### src/rtl/vape_exec_monitor_if.sv
// vape_exec_monitor_if: CPU/DMA observation bus into the execution monitor and its abort outputs
interface vape_exec_monitor_if;
    logic [15:0] pc;
    logic        irq;
    logic        data_wr;
    logic [15:0] data_addr;
    logic        dma_en;
    logic [15:0] dma_addr;
    logic [15:0] ER_min;
    logic [15:0] ER_max;
    logic [15:0] OR_min;
    logic [15:0] OR_max;
    logic        viol;
    logic        in_er;
    logic [2:0]  viol_cause;

    modport master (
        output pc, irq, data_wr, data_addr, dma_en, dma_addr, ER_min, ER_max, OR_min, OR_max,
        input  viol, in_er, viol_cause
    );
    modport slave (
        input  pc, irq, data_wr, data_addr, dma_en, dma_addr, ER_min, ER_max, OR_min, OR_max,
        output viol, in_er, viol_cause
    );
endinterface

### src/rtl/vape_exec_monitor.sv
// vape_exec_monitor: flags non-atomic or tampered execution of the attested region and drives a stretched abort pulse
module vape_exec_monitor #(
    parameter int ABORT_CYCLES = 4
) (
    input logic clk,
    input logic reset_n,
    vape_exec_monitor_if.slave bus
);
    localparam int CW = $clog2(ABORT_CYCLES + 1);
    typedef enum logic [1:0] {IDLE, RUN, KILL} state_t;
    state_t state, state_nx;
    logic [CW-1:0] cnt;
    logic [15:0] pc_prev;
    logic [2:0] cause, code;
    logic pc_er, wr_er, dma_er, wr_or, dma_or;
    always_comb begin
        pc_er = bus.pc >= bus.ER_min && bus.pc <= bus.ER_max;
        wr_er = bus.data_wr && bus.data_addr >= bus.ER_min && bus.data_addr <= bus.ER_max;
        dma_er = bus.dma_en && bus.dma_addr >= bus.ER_min && bus.dma_addr <= bus.ER_max;
        wr_or = bus.data_wr && bus.data_addr >= bus.OR_min && bus.data_addr <= bus.OR_max;
        dma_or = bus.dma_en && bus.dma_addr >= bus.OR_min && bus.dma_addr <= bus.OR_max;
        code = state == KILL ? 3'd0 :
               (wr_er || dma_er) ? 3'd5 :
               (state == RUN && bus.dma_en) ? 3'd4 :
               (state == RUN && bus.irq) ? 3'd3 :
               (state == RUN && !pc_er && pc_prev != bus.ER_max) ? 3'd2 :
               (state == IDLE && pc_er && bus.pc != bus.ER_min) ? 3'd1 :
               ((wr_or && state != RUN) || dma_or) ? 3'd6 : 3'd0;
        // A RUN exit reaching the last branch is legal: an illegal one already produced a code
        state_nx = state == KILL ? (cnt <= CW'(1) ? IDLE : KILL) :
                   code != 3'd0 ? KILL :
                   state == IDLE ? (bus.pc == bus.ER_min ? RUN : IDLE) :
                   (pc_er ? RUN : IDLE);
    end
    always_ff @(posedge clk) begin
        if (!reset_n) begin
            state <= IDLE;
            cnt <= '0;
            pc_prev <= '0;
            cause <= '0;
        end else begin
            state <= state_nx;
            pc_prev <= bus.pc;
            if (code != 3'd0) begin
                cnt <= CW'(ABORT_CYCLES);
                cause <= code;
            end else if (state == KILL) begin
                cnt <= cnt - CW'(1);
            end
        end
    end
    assign bus.viol = state == KILL;
    assign bus.in_er = state == RUN;
    assign bus.viol_cause = cause;
endmodule

### src/flat_wrapper.sv
// flat-port wrapper written by rule: the top's interface ports become plain ports
module vape_exec_monitor_flat 
#(
    parameter int ABORT_CYCLES = 4
)
  (clk, reset_n, bus_pc, bus_irq, bus_data_wr, bus_data_addr, bus_dma_en, bus_dma_addr, bus_ER_min, bus_ER_max, bus_OR_min, bus_OR_max, bus_viol, bus_in_er, bus_viol_cause);
  vape_exec_monitor_if bus_i ();
  input logic clk;
  input logic reset_n;
  input wire logic [$bits(bus_i.pc)-1:0] bus_pc;
  input wire logic [$bits(bus_i.irq)-1:0] bus_irq;
  input wire logic [$bits(bus_i.data_wr)-1:0] bus_data_wr;
  input wire logic [$bits(bus_i.data_addr)-1:0] bus_data_addr;
  input wire logic [$bits(bus_i.dma_en)-1:0] bus_dma_en;
  input wire logic [$bits(bus_i.dma_addr)-1:0] bus_dma_addr;
  input wire logic [$bits(bus_i.ER_min)-1:0] bus_ER_min;
  input wire logic [$bits(bus_i.ER_max)-1:0] bus_ER_max;
  input wire logic [$bits(bus_i.OR_min)-1:0] bus_OR_min;
  input wire logic [$bits(bus_i.OR_max)-1:0] bus_OR_max;
  output wire logic [$bits(bus_i.viol)-1:0] bus_viol;
  output wire logic [$bits(bus_i.in_er)-1:0] bus_in_er;
  output wire logic [$bits(bus_i.viol_cause)-1:0] bus_viol_cause;
  assign bus_i.pc = bus_pc;
  assign bus_i.irq = bus_irq;
  assign bus_i.data_wr = bus_data_wr;
  assign bus_i.data_addr = bus_data_addr;
  assign bus_i.dma_en = bus_dma_en;
  assign bus_i.dma_addr = bus_dma_addr;
  assign bus_i.ER_min = bus_ER_min;
  assign bus_i.ER_max = bus_ER_max;
  assign bus_i.OR_min = bus_OR_min;
  assign bus_i.OR_max = bus_OR_max;
  assign bus_viol = bus_i.viol;
  assign bus_in_er = bus_i.in_er;
  assign bus_viol_cause = bus_i.viol_cause;
  vape_exec_monitor #(.ABORT_CYCLES(ABORT_CYCLES)) u_core (.clk(clk), .reset_n(reset_n), .bus(bus_i));
endmodule
### config.mk
export PLATFORM = sky130hd
export DESIGN_NAME = vape_exec_monitor_flat
export DESIGN_NICKNAME = d
export VERILOG_FILES = /design/src/rtl/vape_exec_monitor_if.sv /design/src/rtl/vape_exec_monitor.sv /design/src/flat_wrapper.sv
export SDC_FILE = /design/constraint.sdc
export NUM_CORES = 1
export LEC_CHECK = 0
export BUFFER_PORTS_ARGS = -buffer_cell sky130_fd_sc_hd__buf_2
export CAP_MARGIN = 20
export CORE_ASPECT_RATIO = 1.1
export CORE_MARGIN = 1.5
export CORE_UTILIZATION = 50
export DETAILED_ROUTE_END_ITERATION = 8
export HOLD_SLACK_MARGIN = 0.12
export PLACE_DENSITY = 0.89
export SLEW_MARGIN = 20
export SYNTH_ARGS = -nofsm -noshare
export SYNTH_HDL_FRONTEND = slang
export SYNTH_SLANG_ARGS = --single-unit
### constraint.sdc
create_clock -name clk -period 2.7 [get_ports clk]
set_input_delay 0.27 -clock clk [delete_from_list [all_inputs] [get_ports clk]]
set_output_delay 0.27 -clock clk [all_outputs]
set_load 0.02 [all_outputs]
; Word level (Yosys, flattened, before mapping)
; Cells that the tools add are included.
[totals]
input_bits = 117
output_inout_bits = 5
latchBits = 0
mem_count = 0
ramBits = 0
elab_cells = 62
romBits = 0
register_bits = 24
[classes]
addsub = 1
eq_ne = 6
magnitude_cmp = 11
shift = 0
mul = 0
reduce_logical = 23
bitwise_logic = 1
div_mod_pow = 0
muxes = 15
[ops]
columns = op, n
row1 = $ge A16 B16 Y1, 5
row2 = $le A16 B16 Y1, 5
row3 = $ne A16 B16 Y1, 2
row4 = $mux W3, 9
row5 = $eq A16 B16 Y1, 1
row6 = $logic_and A1 B1 Y1, 16
row7 = $mux W2, 4
row8 = $le A3 B1 Y1 const B, 1
row9 = $reduce_bool A3 Y1, 1
row10 = $sub A3 B1 Y3 const B, 1
row11 = $eq A2 B1 Y1 const B, 1
row12 = $eq A2 B2 Y1 const B, 1
row13 = $logic_not A2 Y1, 1
row14 = $logic_or A1 B1 Y1, 2
row15 = $mux W1, 2
row16 = $ne A2 B1 Y1 const B, 1
row17 = $reduce_bool A2 Y1, 1
row18 = $reduce_or A2 Y1, 1
row19 = $logic_not A1 Y1, 1
row20 = $not A1 Y1, 1

; Logic depth before layout (Yosys ltp)
; Gate-level depths: netlist (run 1).
[logic_depth]
ltp_word = 15
ltp_mapped = 11
ltp_nobuf = 11

; Worst setup path after synthesis (run 1)
; No wires, ideal clock.
[synth_timing]
path_type = input to register
startpoint = in bus_ER_min[14]
endpoint = reg u_core.cnt[1]
slack_ns = 0.081
setup_time_ns = 0.104
t_required_ns = 2.596
path_buffers = 0
arrival_ns = 2.516
path_stages = 10
cell_sequence = inv_1 > ha_1 > nand4_1 > or4_4 > nor4_2 > o22ai_2 > nor4_4 > a21oi_2 > o31a_1 > a2111oi_2
[synth_via]
elab_chain_cells = 12
elab_cells_between_ends = 23
classes_between = order compare (3) / eq/ne (1) / mux (6) / reduce/logical (13)
[synth_rtl]
columns = element, line
row1 = start: declaration, flat_wrapper.sv:16  ; input wire logic [$bits(bus_i.ER_min)-1:0] bus_ER_min;
row2 = $ge A16 B16 Y1, vape_exec_monitor.sv:17  ; pc_er = bus.pc >= bus.ER_min && bus.pc <= bus.ER_max;
row3 = $logic_and A1 B1 Y1, vape_exec_monitor.sv:17
row4 = $logic_and A1 B1 Y1 / $logic_not A1 Y1 (equally long branches), "vape_exec_monitor.sv:27, vape_exec_monitor.sv:26"
row5 = $logic_and A1 B1 Y1 (on tied branches), "vape_exec_monitor.sv:27, vape_exec_monitor.sv:26"
row6 = $mux W3 / $logic_and A1 B1 Y1 (equally long branches), "vape_exec_monitor.sv:27, vape_exec_monitor.sv:26"
row7 = $mux W3, vape_exec_monitor.sv:26  ; (state == RUN && !pc_er && pc_prev != bus.ER_max) ? 3'd2 :
row8 = $mux W3, vape_exec_monitor.sv:25  ; (state == RUN && bus.irq) ? 3'd3 :
row9 = $mux W3, vape_exec_monitor.sv:24  ; (state == RUN && bus.dma_en) ? 3'd4 :
row10 = $mux W3 (*), vape_exec_monitor.sv:23  ; (wr_er || dma_er) ? 3'd5 :
row11 = $mux W3 (*), vape_exec_monitor.sv:22  ; code = state == KILL ? 3'd0 :
row12 = $reduce_bool A3 Y1 (*), vape_exec_monitor.sv:44  ; if (code != 3'd0) begin
row13 = $reduce_or A2 Y1 (no source line) (*), n/a
row14 = end signal: assignment, vape_exec_monitor.sv:45  ; cnt <= CW'(ABORT_CYCLES);
row15 = end signal: assignment, vape_exec_monitor.sv:48  ; cnt <= cnt - CW'(1);
row16 = end: declaration, vape_exec_monitor.sv:12  ; logic [CW-1:0] cnt;
; Mark *: on every way between the ends. The rest lies on a longest branch, timed or not.
; A chain may end at the register's enable or synchronous reset.

; Worst setup path after layout (run 1)
[layout_timing]
startpoint = in bus_OR_min[0]
endpoint = reg u_core.cnt[1]
[layout_via]
elab_chain_cells = 14
elab_cells_between_ends = 17
classes_between = order compare (2) / mux (7) / reduce/logical (8)
[layout_rtl]
columns = element, line
row1 = start: declaration, flat_wrapper.sv:18  ; input wire logic [$bits(bus_i.OR_min)-1:0] bus_OR_min;
row2 = $ge A16 B16 Y1, vape_exec_monitor.sv:20  ; wr_or = bus.data_wr && bus.data_addr >= bus.OR_min && bus.data_addr <= bus.OR_max;
row3 = $logic_and A1 B1 Y1 (2 in series), vape_exec_monitor.sv:20
row4 = $logic_and A1 B1 Y1, vape_exec_monitor.sv:28  ; ((wr_or && state != RUN) || dma_or) ? 3'd6 : 3'd0;
row5 = $logic_or A1 B1 Y1 (*), vape_exec_monitor.sv:28
row6 = $mux W3 (*), vape_exec_monitor.sv:28
row7 = $mux W3 (*), vape_exec_monitor.sv:27  ; (state == IDLE && pc_er && bus.pc != bus.ER_min) ? 3'd1 :
row8 = $mux W3 (*), vape_exec_monitor.sv:26
row9 = $mux W3 (*), vape_exec_monitor.sv:25
row10 = $mux W3 (*), vape_exec_monitor.sv:24
row11 = $mux W3 (*), vape_exec_monitor.sv:23
row12 = $mux W3 (*), vape_exec_monitor.sv:22
row13 = $reduce_bool A3 Y1 (*), vape_exec_monitor.sv:44
row14 = $reduce_or A2 Y1 (no source line) (*), n/a
; Marked as above.

==> results, run 1 <==
- The initial antenna violation count is 0.
- The number of distinct library cells after synthesis is 55.
- Counting the fill cells in the layout gives 764.
- For the pin with the worst max-slew slack, the measured transition is 637 ps.
- The synthesized area divided by synthesized cell count is 8.27 µm².
- Static timing analysis puts the maximum clock frequency at 378 MHz.
- The die is 105 µm tall.
- The area taken by multi-input logic gates is 3990 µm².
- The sink count of the clock tree is 24.
- For this run, the leading register cell type out of synthesis is dfxtp_1.
- The endpoint arrival time on the critical path is 2800 ps.
- The post-detailed-route via-to-cell ratio is 5.82.
- Of all nets on the critical path, the largest fanout is 4.
- The net count of the mapped netlist is 848.
- For the final database, setup skew stands at 1.96 ps.
- The level count of the clock H-tree is 1.
- After clock tree synthesis, the clock-pin slew on the worst setup and hold paths is 80 ps.
- Global routing used 29.7% of the available tracks.
- The largest single stage delay on the critical path is 450 ps.
- The number of diodes is 0.
- The family with the most delay on the worst path is compound AO/OA/AOI/OAI gates.
- After synthesis, the share of flip-flops with an asynchronous set or reset is 0%.
- The number of endpoints with negative hold slack in the final report is 0.
- The top cell types in the final layout, fill and taps aside, are ha_1 (160), buf_2 (121), buf_4 (78), inv_1 (72), a21oi_1 (55).
- The die area is 10,000 µm².
- The cell that appears most often on the critical path is a2111oi_0.
- After detailed routing, the average wire length per cell comes to 16.8 µm.
- In this run the static leakage power is 0.00341 µW.
- The number of nets with antenna violations after routing is 0.
- The flow ran to the end, and the final reports show no timing, DRC or antenna violations.
- The via count of the first global-routing pass is 5,193.
- For this design the total switching power over the nets is 680 µW.
- The most area-hungry cell type in the Yosys netlist is ha_1.
- The signal on the critical path passes through buf_2 > ha_1 > nand2b_1 > a2111oi_0 > a2111oi_0 > o211a_1 > o221ai_1 > a2bb2oi_1 > buf_4 > a21oi_2 > o31a_1 > a2111oi_2.
- In the final layout, the share of cells above drive strength 1 is 28.2%.
- The remaining routing DRC violations is 0.
- In the final timing run, aggregate negative setup slack is 0 ps.
- The setup slack after layout is 57.6 ps.
- The switching part of the total is 41.3%.
- The relative contribution of sequential cells to total power is 25.7%.
- The cell chosen for the clock root is clkbuf_8.
- The final-stage net count is 1,050.
- The netlist area before placement is 4710 µm².
- Wires add up to 14,800 µm.
- The total area inside the core boundary comes to 9010 µm².
- The number of port buffers is 121.
- In this run the core area contains 36 standard-cell rows.
- The number of buffer and inverter instances along the worst setup path is 2.
- The most common cell after layout, fill and taps aside is ha_1.
- Setup violations remaining at the end of the flow were counted as 0.
- The total I/O pin count is 122.
- TritonCTS built the clock tree.
- Counting the buffers created by CTS gives 3.
- The post-detailed-placement half-perimeter wirelength is 13,200 µm.
- The routed design could run at a clock period as short as 2640 ps.
- The worst max-slew margin expressed relative to the limit is 56.4%.
- The post-route fraction of the period consumed by the critical path is 97.9%.
- The global-route wire length before repair is 23,700 µm.
- Counting along the longest clock path gives a buffer depth of 2.
- Across the VDD grid, the largest voltage drop is 0.265 mV.
- Of the post-synthesis cell area, the dominant cell type holds 42.7%.
- The synthesized instance count is 570.
- Timing analysis after detailed placement gives a worst setup slack of -287 ps.
- The type of element launching the critical path is a primary input.
- Routability-driven placement finished with a final weighted congestion of 0.934.
- On the critical path, the stage with the largest delay is an instance of a2111oi_0.
- Yosys attributes the largest share of cell area to ha_1 (43%), dfxtp_1 (10%), a21oi_1 (5.8%).
- The combinational group share of total power is 61.9%.
- The clock network accounts for 12.5% of the total power.
- The area growth from synthesis to layout is 30.0%.
- The internal power consumption is 965 µW.
- The type of the most critical hold path is primary input to flip-flop.
- The clock insertion delay at the later pin of the skew report is 260 ps.
- Before antenna repair, the detailed router went through 5 iterations.
- The worst setup path is captured at a flip-flop.
- Measured along the x axis, the die boundary spans 95.6 µm.
- The sequential cell area fraction in the yosys report is 10.2%.
- Summing over every cut layer, the via total after detailed routing is 5,141.
- The critical path in this run is classified as primary input to flip-flop.
- The number of flops mapped to enable cells by yosys is 0.
- In this run, post-CTS hold repair placed 0 buffers.
- The number of maximum-capacitance constraint violations is 0.
- Summed over all layers, the global routing overflow is 0.
- The number of max-slew violations in the final report is 0.
- For this block, the initial DRC count from the detailed router was 288.
- Dividing total power by cell area gives a power density of 269 nW/µm².
- The synthesized design contains 24 register bits.
- Setup repair after global routing left no endpoint under its margin.
- The count of synthesis-stage warnings from yosys is 0.
- The largest net degree at the start of global routing is 21.
- Summing all flip-flop and latch instances after layout gives 480 µm².
- The effective utilization at floorplan is 52.3%.
- STA puts the critical path data required time at 2860 ps.
## synth_stat cells, types with 3 or more instances
cell / n
o31ai_1: 3
nor2b_1: 7
o21a_1: 7
a21oi_1: 55
and2_1: 15
nand3_1: 14
a21boi_0: 3
nor3_1: 7
nor4_1: 7
o21ai_0: 22
ha_1: 161
nand2_1: 28
a211oi_1: 8
a2111oi_0: 3
a221oi_1: 3
a21o_1: 14
nand4_1: 28
dfxtp_1: 24
nand2b_1: 5
nor2_1: 14
and3_1: 8
xor2_1: 16
o211ai_1: 5
a221o_1: 3
inv_1: 73
## kinds of logic after synthesis
kind of cell / count (synthesis) / share of synthesized area (%)
and+or+nand+nor: 144 / 17.2
AOI/OAI and AO/OA: 148 / 20.7
DFF: 24 / 10.2
xor gates and xnor gates: 17 / 3.16
buffers and inverters: 76 / 6.05
adders and majority gates: 161 / 42.7
## metal layers
layer	track usage (%)	up-vias	routed length (µm)
li1	-	2542	-
met1	37.3	2358	6300
met2	53.1	199	7260
met3	1.97	42	799
met4	8.09	0	472
met5	0	-	0
## power groups by stage
stage	sequential (µW)	combinational, µW	clock, µW
2_1_floorplan	433	546	0
3_5_place_dp	428	975	0
3_3_place_gp	427	930	0
6_report	422	1020	205
5_1_grt	426	1130	224
4_1_cts	421	988	208
## stage by stage
step	total power [µW]	hold slack, ps	cell area, µm²	util [%]	std cells
after detailed placement	1400	494	6030	67.0	880
after CTS	1620	254	6080	67.5	883
after global routing	1780	260	6130	68.0	884
final	1650	257	6130	68.0	884
after floorplan	978	397	4710	-	570
after global placement	1360	494	6030	67.0	880
## final timing paths
kind / startpoint / endpoint / slack, ps / cells after the start
worst max-delay path: bus_OR_min[0] / u_core.cnt[1]$_SDFFE_PP0P_ / 60 / 12
worst max register to register: u_core.pc_prev[4]$_SDFF_PN0_ / u_core.cnt[1]$_SDFFE_PP0P_ / 510 / 8
worst min-delay path: bus_pc[2] / u_core.pc_prev[2]$_SDFF_PN0_ / 260 / 2
worst min register to register: u_core.bus.viol_cause[0]$_SDFFE_PN0P_ / u_core.bus.viol_cause[0]$_SDFFE_PN0P_ / 510 / 2
## cell type report
type / instances / area share [%]
inverter: 74 / 4.53
timing repair buffer: 199 / 19.4
clock buffer: 3 / 0.674
tap: 114 / 2.33
sequential: 24 / 7.84
multi-input combinational: 470 / 65.2
## state kept, by name (all words and copies together), names as in the netlist
signal                 flops
u_core.pc_prev            16
u_core.state               2
u_core.cnt                 3
u_core.bus.viol_cause      3
## repair_timing
| action | CTS | global route |
|---|---|---|
| setup buffers | 0 | 1 |
| endpoints found under the setup margin | 1 | 8 |
| pin swaps | 0 | 10 |
| endpoints found under the hold margin | 0 | 0 |
| resized for setup | 1 | 9 |
(Power assumes the default switching activity.)
==> run 2, diff against run 1 <==
CAP_MARGIN = not set   (was 20)
CTS_CLUSTER_DIAMETER = 50   (was not set)
PLACE_DENSITY = 0.9   (was 0.89)
==> run 2 against run 1 <==
Compared with the run above: count of clock-buffer cells in the layout up 1; non-clock buffer count up 6; critical path depth unchanged; register-to-register slack better by 80 ps; power up 5.9%; flip-flop and latch count unchanged; routed wire length up 4.6%; largest power group unchanged; highest routed layer unchanged.
==> results, run 2 (synthesized netlist as in run 1, its figures left out) <==
- The flow ran to the end, and the final reports show no timing, DRC or antenna violations.
- The average wire length per cell after detail routing is 17.4 µm (+3.8%).
- The maximum count of clock buffers along a single path is 2 (unchanged).
- The internal power consumption is 1020 µW (+5.3%).
- The minimum hold slack was 236 ps (-20.3 ps).
- The register with the most flip-flops in the final layout is u_core.pc_prev.
- The timing-limited maximum frequency is 374 MHz (-1.2%).
- The flip-flop count of the largest register after layout is 16 (unchanged).
- The via count of the first global-routing pass is 5,245 (+1.0%).
- The transition time of the tightest slew-check pin is 586 ps (-51.1 ps).
- The chip width was 95.6 µm (unchanged).
- The post-detailed-route via-to-cell ratio is 5.87 (+0.99%).
- The placed cell count came to 884 (+0.45%).
- The number of cell rows is 36 (unchanged).
- The number of port buffers is 121 (unchanged).
- The TritonCTS clock tree is done.
- The cell occurring most often along the worst timing path is nor4_4.
- The global-route total usage across every layer is 29.9% (+0.23 points).
- The area of all placed cells without fillers is 6310 µm² (+2.9%).
- The classification of the worst setup path is primary input to flip-flop.
- The number of endpoints with negative hold slack in the final report is 0 (unchanged).
- The die area is 10,000 µm² (unchanged).
- The count of filler cells inserted in the layout is 750 (-1.8%).
- The number of buffer and inverter instances along the worst setup path is 3 (+1).
- The startpoint identified for the worst hold timing path is bus_pc[4].
- The number of detailed-routing iterations run before antenna repair is 5 (unchanged).
- The switching power total is 726 µW (+6.8%).
- The final setup skew is 1.98 ps (+0.0281 ps).
- The area taken by flip-flops and latches is 480 µm² (unchanged).
- The largest net degree at the start of global routing is 21 (unchanged).
- The maximum single-stage delay on the critical path is 560 ps (+110 ps).
- The maximum fanout along the worst path is 4 (unchanged).
- The number of setup violations in the final report is 0 (unchanged).
- STA classifies the critical path startpoint as a primary input.
- The remaining routing DRC violations is 0 (unchanged).
- The number of max-slew violations in the final report is 0 (unchanged).
- The share of final-layout standard cells stronger than drive strength 1 is 30.8% (+2.6 points).
- The overall via count from detail_route is 5,233 (+1.8%).
- The worst hold path belongs to the class primary input to flip-flop.
- The clock transition at the registers of the reported paths is 90 ps (about the same).
- Traced cell by cell, the critical path runs through buf_2 > inv_2 > ha_4 > nand4_1 > or4_4 > nor4_4 > o22ai_2 > nor4_4 > buf_4 > a21oi_2 > o31a_1 > a2111oi_4.
- The reg-to-reg startpoint is u_core.pc_prev[6]$_SDFF_PN0_.
- The relative contribution of sequential cells to total power is 24.1% (-1.6 points).
- The area of placed instances is 6060 µm² (+0.50%).
- The required arrival time at the worst endpoint is 2880 ps (+20 ps).
- The power density over cell area is 276 nW/µm² (+2.9%).
- The number of DRC markers in iteration 0 is 261 (-9.4%).
- The final-stage net count is 1,056 (+0.57%).
- The total length of routed wires is 15,500 µm (+4.6%).
- The static leakage is 0.00345 µW (+1.1%).
- Setup repair after global routing could not meet its margin everywhere.
- The total clock buffers created by CTS was 3 (unchanged).
- The global-route congestion overflow total was 0 (unchanged).
- Leaving out fill and tap cells, the most frequent cell in the layout is ha_1.
- The total I/O pin count is 122 (unchanged).
- The number of standard cells in the layout, taps in and fillers out is 891 (+0.79%).
- The power share of the clock group was 14.5% (+2.0 points).
- The worst setup path is captured at a flip-flop.
- The worst voltage drop across the vdd grid came to 0.263 mV (-0.70%).
- The endpoint arrival time on the critical path is 2850 ps (+50 ps).
- Tracing the worst setup path back leads to its startpoint at bus_ER_min[9].
- The last weighted congestion value of the routability-driven placer is 0.970 (+3.9%).
- The post-detailed-placement half-perimeter wirelength is 13,300 µm (+0.53%).
- The switching part of the total was 41.7% (+0.35 points).
- The die height is 105 µm (unchanged).
- The total core area is 9010 µm² (unchanged).
- The cell chosen for the clock root is clkbuf_8.
- The sink count of the clock tree was 24 (unchanged).
- The combinational group share of total power is 61.4% (-0.5 points).
- The family with the most delay on the worst path is simple AND/OR/NAND/NOR gates.
- The clock insertion delay at the later pin of the skew report came to 270 ps (about the same).
- The number of diodes is 0 (unchanged).
- The effective utilization at floorplan is 52.3% (unchanged).
- The area growth from synthesis to layout is 33.8%.
- The post-route fraction of the period consumed by the critical path is 99.1% (+1.2 points).
- The initial antenna violation count is 0 (unchanged).
- The worst max-slew margin expressed relative to the limit was 59.9% (+3.5 points).
- The area taken by multi-input logic gates came to 4110 µm² (+2.9%).
- The largest individual stage delay along the critical path comes from the cell or4_4.
- The level count of the clock H-tree came to 1 (unchanged).
- The top cell types in the final layout, fill and taps aside, are ha_1 (153), buf_2 (120), buf_4 (84), inv_1 (65), a21oi_1 (55).
- The number of nets with antenna violations after routing is 0 (unchanged).
- The global-route wire length before repair is 23,900 µm (+0.70%).
- The final critical delay including setup and external delays is 2670 ps (+32.3 ps).
- The number of maximum-capacitance constraint violations is 0 (unchanged).
## run 2: changes by cell type in the layout (fill, tap and decap cells not counted), sizes merged
cell and delta:
buf +6, clkbuf +1
## run 2: through the flow
| step | total power, µW | utilization [%] | setup slack (ps) | TNS, ps |
|---|---|---|---|---|
| after CTS | 1670 | 68.1 | 40.8 | 0 |
| after detailed placement | 1410 | 67.3 | -347 | -2190 |
| after global routing | 1870 | 70.0 | -75.2 | -258 |
| after global placement | 1370 | 67.3 | -226 | -1510 |
| final | 1740 | 70.0 | 25.3 | 0 |
| after floorplan | 978 | - | 80.7 | 0 |
## run 2: layer usage
layer / vias up / track usage (%) / wire length [µm]
met5: - / 0 / 0
met4: 0 / 8.72 / 558
met1: 2431 / 36.2 / 6630
met3: 50 / 2.98 / 706
li1: 2546 / - / -
met2: 206 / 54.1 / 7620
## run 2: worst reg2reg max path: stages, from the launching register on
cell	delay (ps)
dfxtp_1	310
xor2_1	160
nor4_1	410
nand4_1	140
o31a_1	280
o21a_1	100
nor3_1	210
o21ai_0	200
o2bb2ai_2	180
## run 2: power groups by stage
stage | Combinational (µW) | Clock [µW] | Sequential (µW)
after global placement | 940 | 0 | 426
after global routing | 1180 | 268 | 423
final | 1070 | 252 | 421
after detailed placement | 985 | 0 | 428
after floorplan | 546 | 0 | 433
after CTS | 1000 | 250 | 420
## run 2: final cells by class
class	instances	area share (%)
multi-input combinational	470	65.1
sequential	24	7.62
clock buffer	4	0.873
timing repair buffer	205	19.7
inverter	74	4.40
tap	114	2.26
## run 2: path summary, 6_finish.rpt
| path | to | slack [ps] | cells after the start |
|---|---|---|---|
| setup reg to reg | u_core.bus.viol_cause[1]$_SDFFE_PN0P_ | 590 | 8 |
| hold reg to reg | u_core.bus.viol_cause[0]$_SDFFE_PN0P_ | 530 | 2 |
| setup / recovery | u_core.cnt[1]$_SDFFE_PP0P_ | 30 | 12 |
| hold / removal | u_core.pc_prev[4]$_SDFF_PN0_ | 240 | 2 |
## run 2: timing repair
action                                  4_1_cts  5_1_grt
endpoints found under the setup margin        2        8
pin swaps                                     2       12
buffers inserted                              0        3
hold buffers                                  0        0
gates resized for setup                       2       25
==> run 3, diff against run 2 <==
SETUP_SLACK_MARGIN = 0.05   (was not set)
clock period = 2.42 ns   (was 2.7 ns; I/O delays follow)
==> run 3 against run 2 <==
Compared with the run above: the run now ends with setup timing left; clock power is 9.9% higher; setup slack worse by 120 ps; clock skew hardly changed; die area stayed put; final cell count is 2.6% higher; utilization is 9.7 points higher.
==> results, run 3 (synthesized netlist as in run 1, its figures left out) <==
- The run finished, with violations left.
- The final reports fail on setup timing.
- The required arrival time at the worst endpoint is 2600 ps (-280 ps).
- The remaining routing DRC violations is 0 (unchanged).
- The clock insertion delay at the later pin of the skew report is 270 ps (about the same).
- CTS placed an instance of clkbuf_8 at the clock tree root.
- The count of filler cells inserted in the layout came to 554 (-26%).
- The effective utilization at floorplan was 52.3% (unchanged).
- The worst path in the final design needs a cycle of 2520 ps, including I/O delays and setup.
- The startpoint identified for the worst register-to-register timing path is u_core.pc_prev[4]$_SDFF_PN0_.
- The setup slack after layout is -99.6 ps (-125 ps).
- The setup slack of the worst register-to-register path is 150 ps (-440 ps).
- The TritonCTS clock tree is done.
- The final-layout setup total negative slack came to -325 ps (-325 ps).
- The share of final-layout standard cells stronger than drive strength 1 is 41.4% (+11 points).
- The number of port buffers came to 121 (unchanged).
- The top cell types in the final layout, fill and taps aside, are ha_1 (128), buf_4 (106), buf_2 (102), inv_1 (57), a21oi_1 (49).
- The total clock buffers created by CTS is 3 (unchanged).
- The number of max-slew violations in the final report is 0 (unchanged).
- The total I/O pin count is 122 (unchanged).
- The area taken by multi-input logic gates is 4630 µm² (+13%).
- The endpoint arrival time on the critical path was 2700 ps (-150 ps).
- The number of diodes came to 0 (unchanged).
- The total core area is 9010 µm² (unchanged).
- The number of cell rows was 36 (unchanged).
- The endpoint of the lowest-slack register-to-register path is u_core.cnt[0]$_SDFFE_PP0P_.
- The area of placed instances came to 6260 µm² (+3.3%).
- The global-route congestion overflow total came to 0 (unchanged).
- The last weighted congestion value of the routability-driven placer was 0.972 (+0.18%).
- The die area is 10,000 µm² (unchanged).
- The post-detailed-route via-to-cell ratio is 6.01 (+2.4%).
- The most common cell after layout, fill and taps aside is ha_1.
- The type of the most critical hold path is primary input to flip-flop.
- Compared with the post-synthesis result, the final layout area differs by 52.3%.
- The logic depth of the worst register-to-register path is 9 (+1).
- The area of all placed cells without fillers is 7180 µm² (+14%).
- The total length of routed wires is 17,500 µm (+13%).
- The number of setup violations in the final report is 7 (+7).
- In this run the most critical hold path is launched from bus_pc[9].
- The placed cell count came to 902 (+2.0%).
- The number of maximum-capacitance constraint violations is 0 (unchanged).
- The element type at the critical path end is a flip-flop.
- The classification of the worst setup path is primary input to flip-flop.
- The chip width was 95.6 µm (unchanged).
- The die height is 105 µm (unchanged).
- The number of buffers added to fix hold violations after cts is 0 (unchanged).
- The type of element launching the critical path is a primary input.
- The number of DRC markers in iteration 0 is 263 (+0.77%).
- The final-stage net count came to 1,079 (+2.2%).
- The hold path endpoint is u_core.pc_prev[9]$_SDFF_PN0_.
- The initial antenna violation count is 0 (unchanged).
- The static leakage came to 0.00365 µW (+6.0%).
- The power density over cell area came to 306 nW/µm² (+11%).
- The sink count of the clock tree is 24 (unchanged).
- The global-route total usage across every layer was 33.3% (+3.4 points).
- The area taken by flip-flops and latches is 480 µm² (unchanged).
- Setup repair after global routing could not meet its margin everywhere.
- The largest net degree at the start of global routing is 21 (unchanged).
- The core occupancy in the finished layout is 79.7% (+9.7 points).
- The flip-flop count of the largest register after layout was 16 (unchanged).
- The transition time of the tightest slew-check pin is 496 ps (-90.1 ps).
- u_core.pc_prev holds more flip-flops than any other register.
- The total power of the final layout is 2200 µW (+26%).
- The clock transition at the registers of the reported paths came to 90 ps (about the same).
- The level count of the clock H-tree is 1 (unchanged).
- The number of standard cells in the layout, taps in and fillers out is 914 (+2.6%).
- The post-route fraction of the period consumed by the critical path is 104%.
- The number of detailed-routing iterations run before antenna repair was 5 (unchanged).
- The maximum fanout along the worst path is 5 (+1).
- The cell depth of the worst min-delay path is 2 (unchanged).
- The number of endpoints with negative hold slack in the final report was 0 (unchanged).
- The via count of the first global-routing pass is 5,791 (+10%).
- The worst max-slew margin expressed relative to the limit is 66.7% (+6.8 points).
- The overall via count from detail_route is 5,497 (+5.0%).
- The global-route wire length before repair is 26,500 µm (+11%).
- The final setup skew is 2.18 ps (+0.195 ps).
- The post-detailed-placement half-perimeter wirelength came to 13,900 µm (+4.2%).
- The average wire length per cell after detail routing came to 19.1 µm (+9.8%).
- The maximum count of clock buffers along a single path is 2 (unchanged).
- The timing-limited maximum frequency is 397 MHz.
- The number of nets with antenna violations after routing is 0 (unchanged).
- The worst voltage drop across the vdd grid is 0.280 mV (+6.4%).
run 3: cell count changes in the layout (fill, tap and decap cells not counted), moves of 8 or more:
cell / change
buf_2: -18
buf_4: +22
buf_6: +16
ha_1: -25
ha_4: +24
inv_1: -8
run 3: final cells by class:
cell class	instances	share of cell area [%]
inverters	74	4.53
multi-input cells	470	64.5
well taps	114	1.99
repair buffers	228	21.5
clock buffers	4	0.767
flip-flops and latches	24	6.69
run 3: critical path, stage by stage:
cell,delay [ps]
buf_6,90
inv_6,40
buf_4,130
ha_4,250
nand4_1,140
nor2_1,200
a221o_1,240
a211oi_2,70
o22ai_2,210
nor4_4,60
buf_4,160
o32ai_4,370
nand2_2,150
a2111oi_4,330
run 3: layer usage:
layer	global-route usage [%]	wire length [µm]	vias up
met4	11.2	686	0
met5	0	0	-
met3	4.22	970	63
li1	-	-	2597
met1	38.6	7090	2592
met2	61.0	8720	245
run 3: worst max-delay path by stage:
stage                      from                          to  slack [ps]
2_1_floorplan   bus_dma_addr[0]  u_core.cnt[1]$_SDFFE_PP0P_           8
3_3_place_gp     bus_ER_max[13]  u_core.cnt[0]$_SDFFE_PP0P_        -430
3_5_place_dp     bus_ER_max[13]  u_core.cnt[1]$_SDFFE_PP0P_        -540
4_1_cts           bus_ER_min[7]  u_core.cnt[1]$_SDFFE_PP0P_        -0.5
5_1_grt        bus_dma_addr[14]  u_core.cnt[0]$_SDFFE_PP0P_        -160
6_report          bus_ER_max[9]  u_core.cnt[1]$_SDFFE_PP0P_        -100
run 3: report_power, final:
group | internal (µW) | switching (µW)
Combinational | 692 | 750
Sequential | 438 | 38.4
Clock | 145 | 132
run 3: timing repair:
action                     CTS  global route
setup endpoints to repair    8             8
setup buffers                5             3
resized for setup          103            56
pin swaps                   39            30
run 3: per-stage QoR:
step | hold WS (ps) | setup WS [ps]
2_1_floorplan | 369 | 8.10
3_3_place_gp | 493 | -430
3_5_place_dp | 506 | -542
4_1_cts | 215 | -0.502
5_1_grt | 214 | -157
6_report | 207 | -99.6
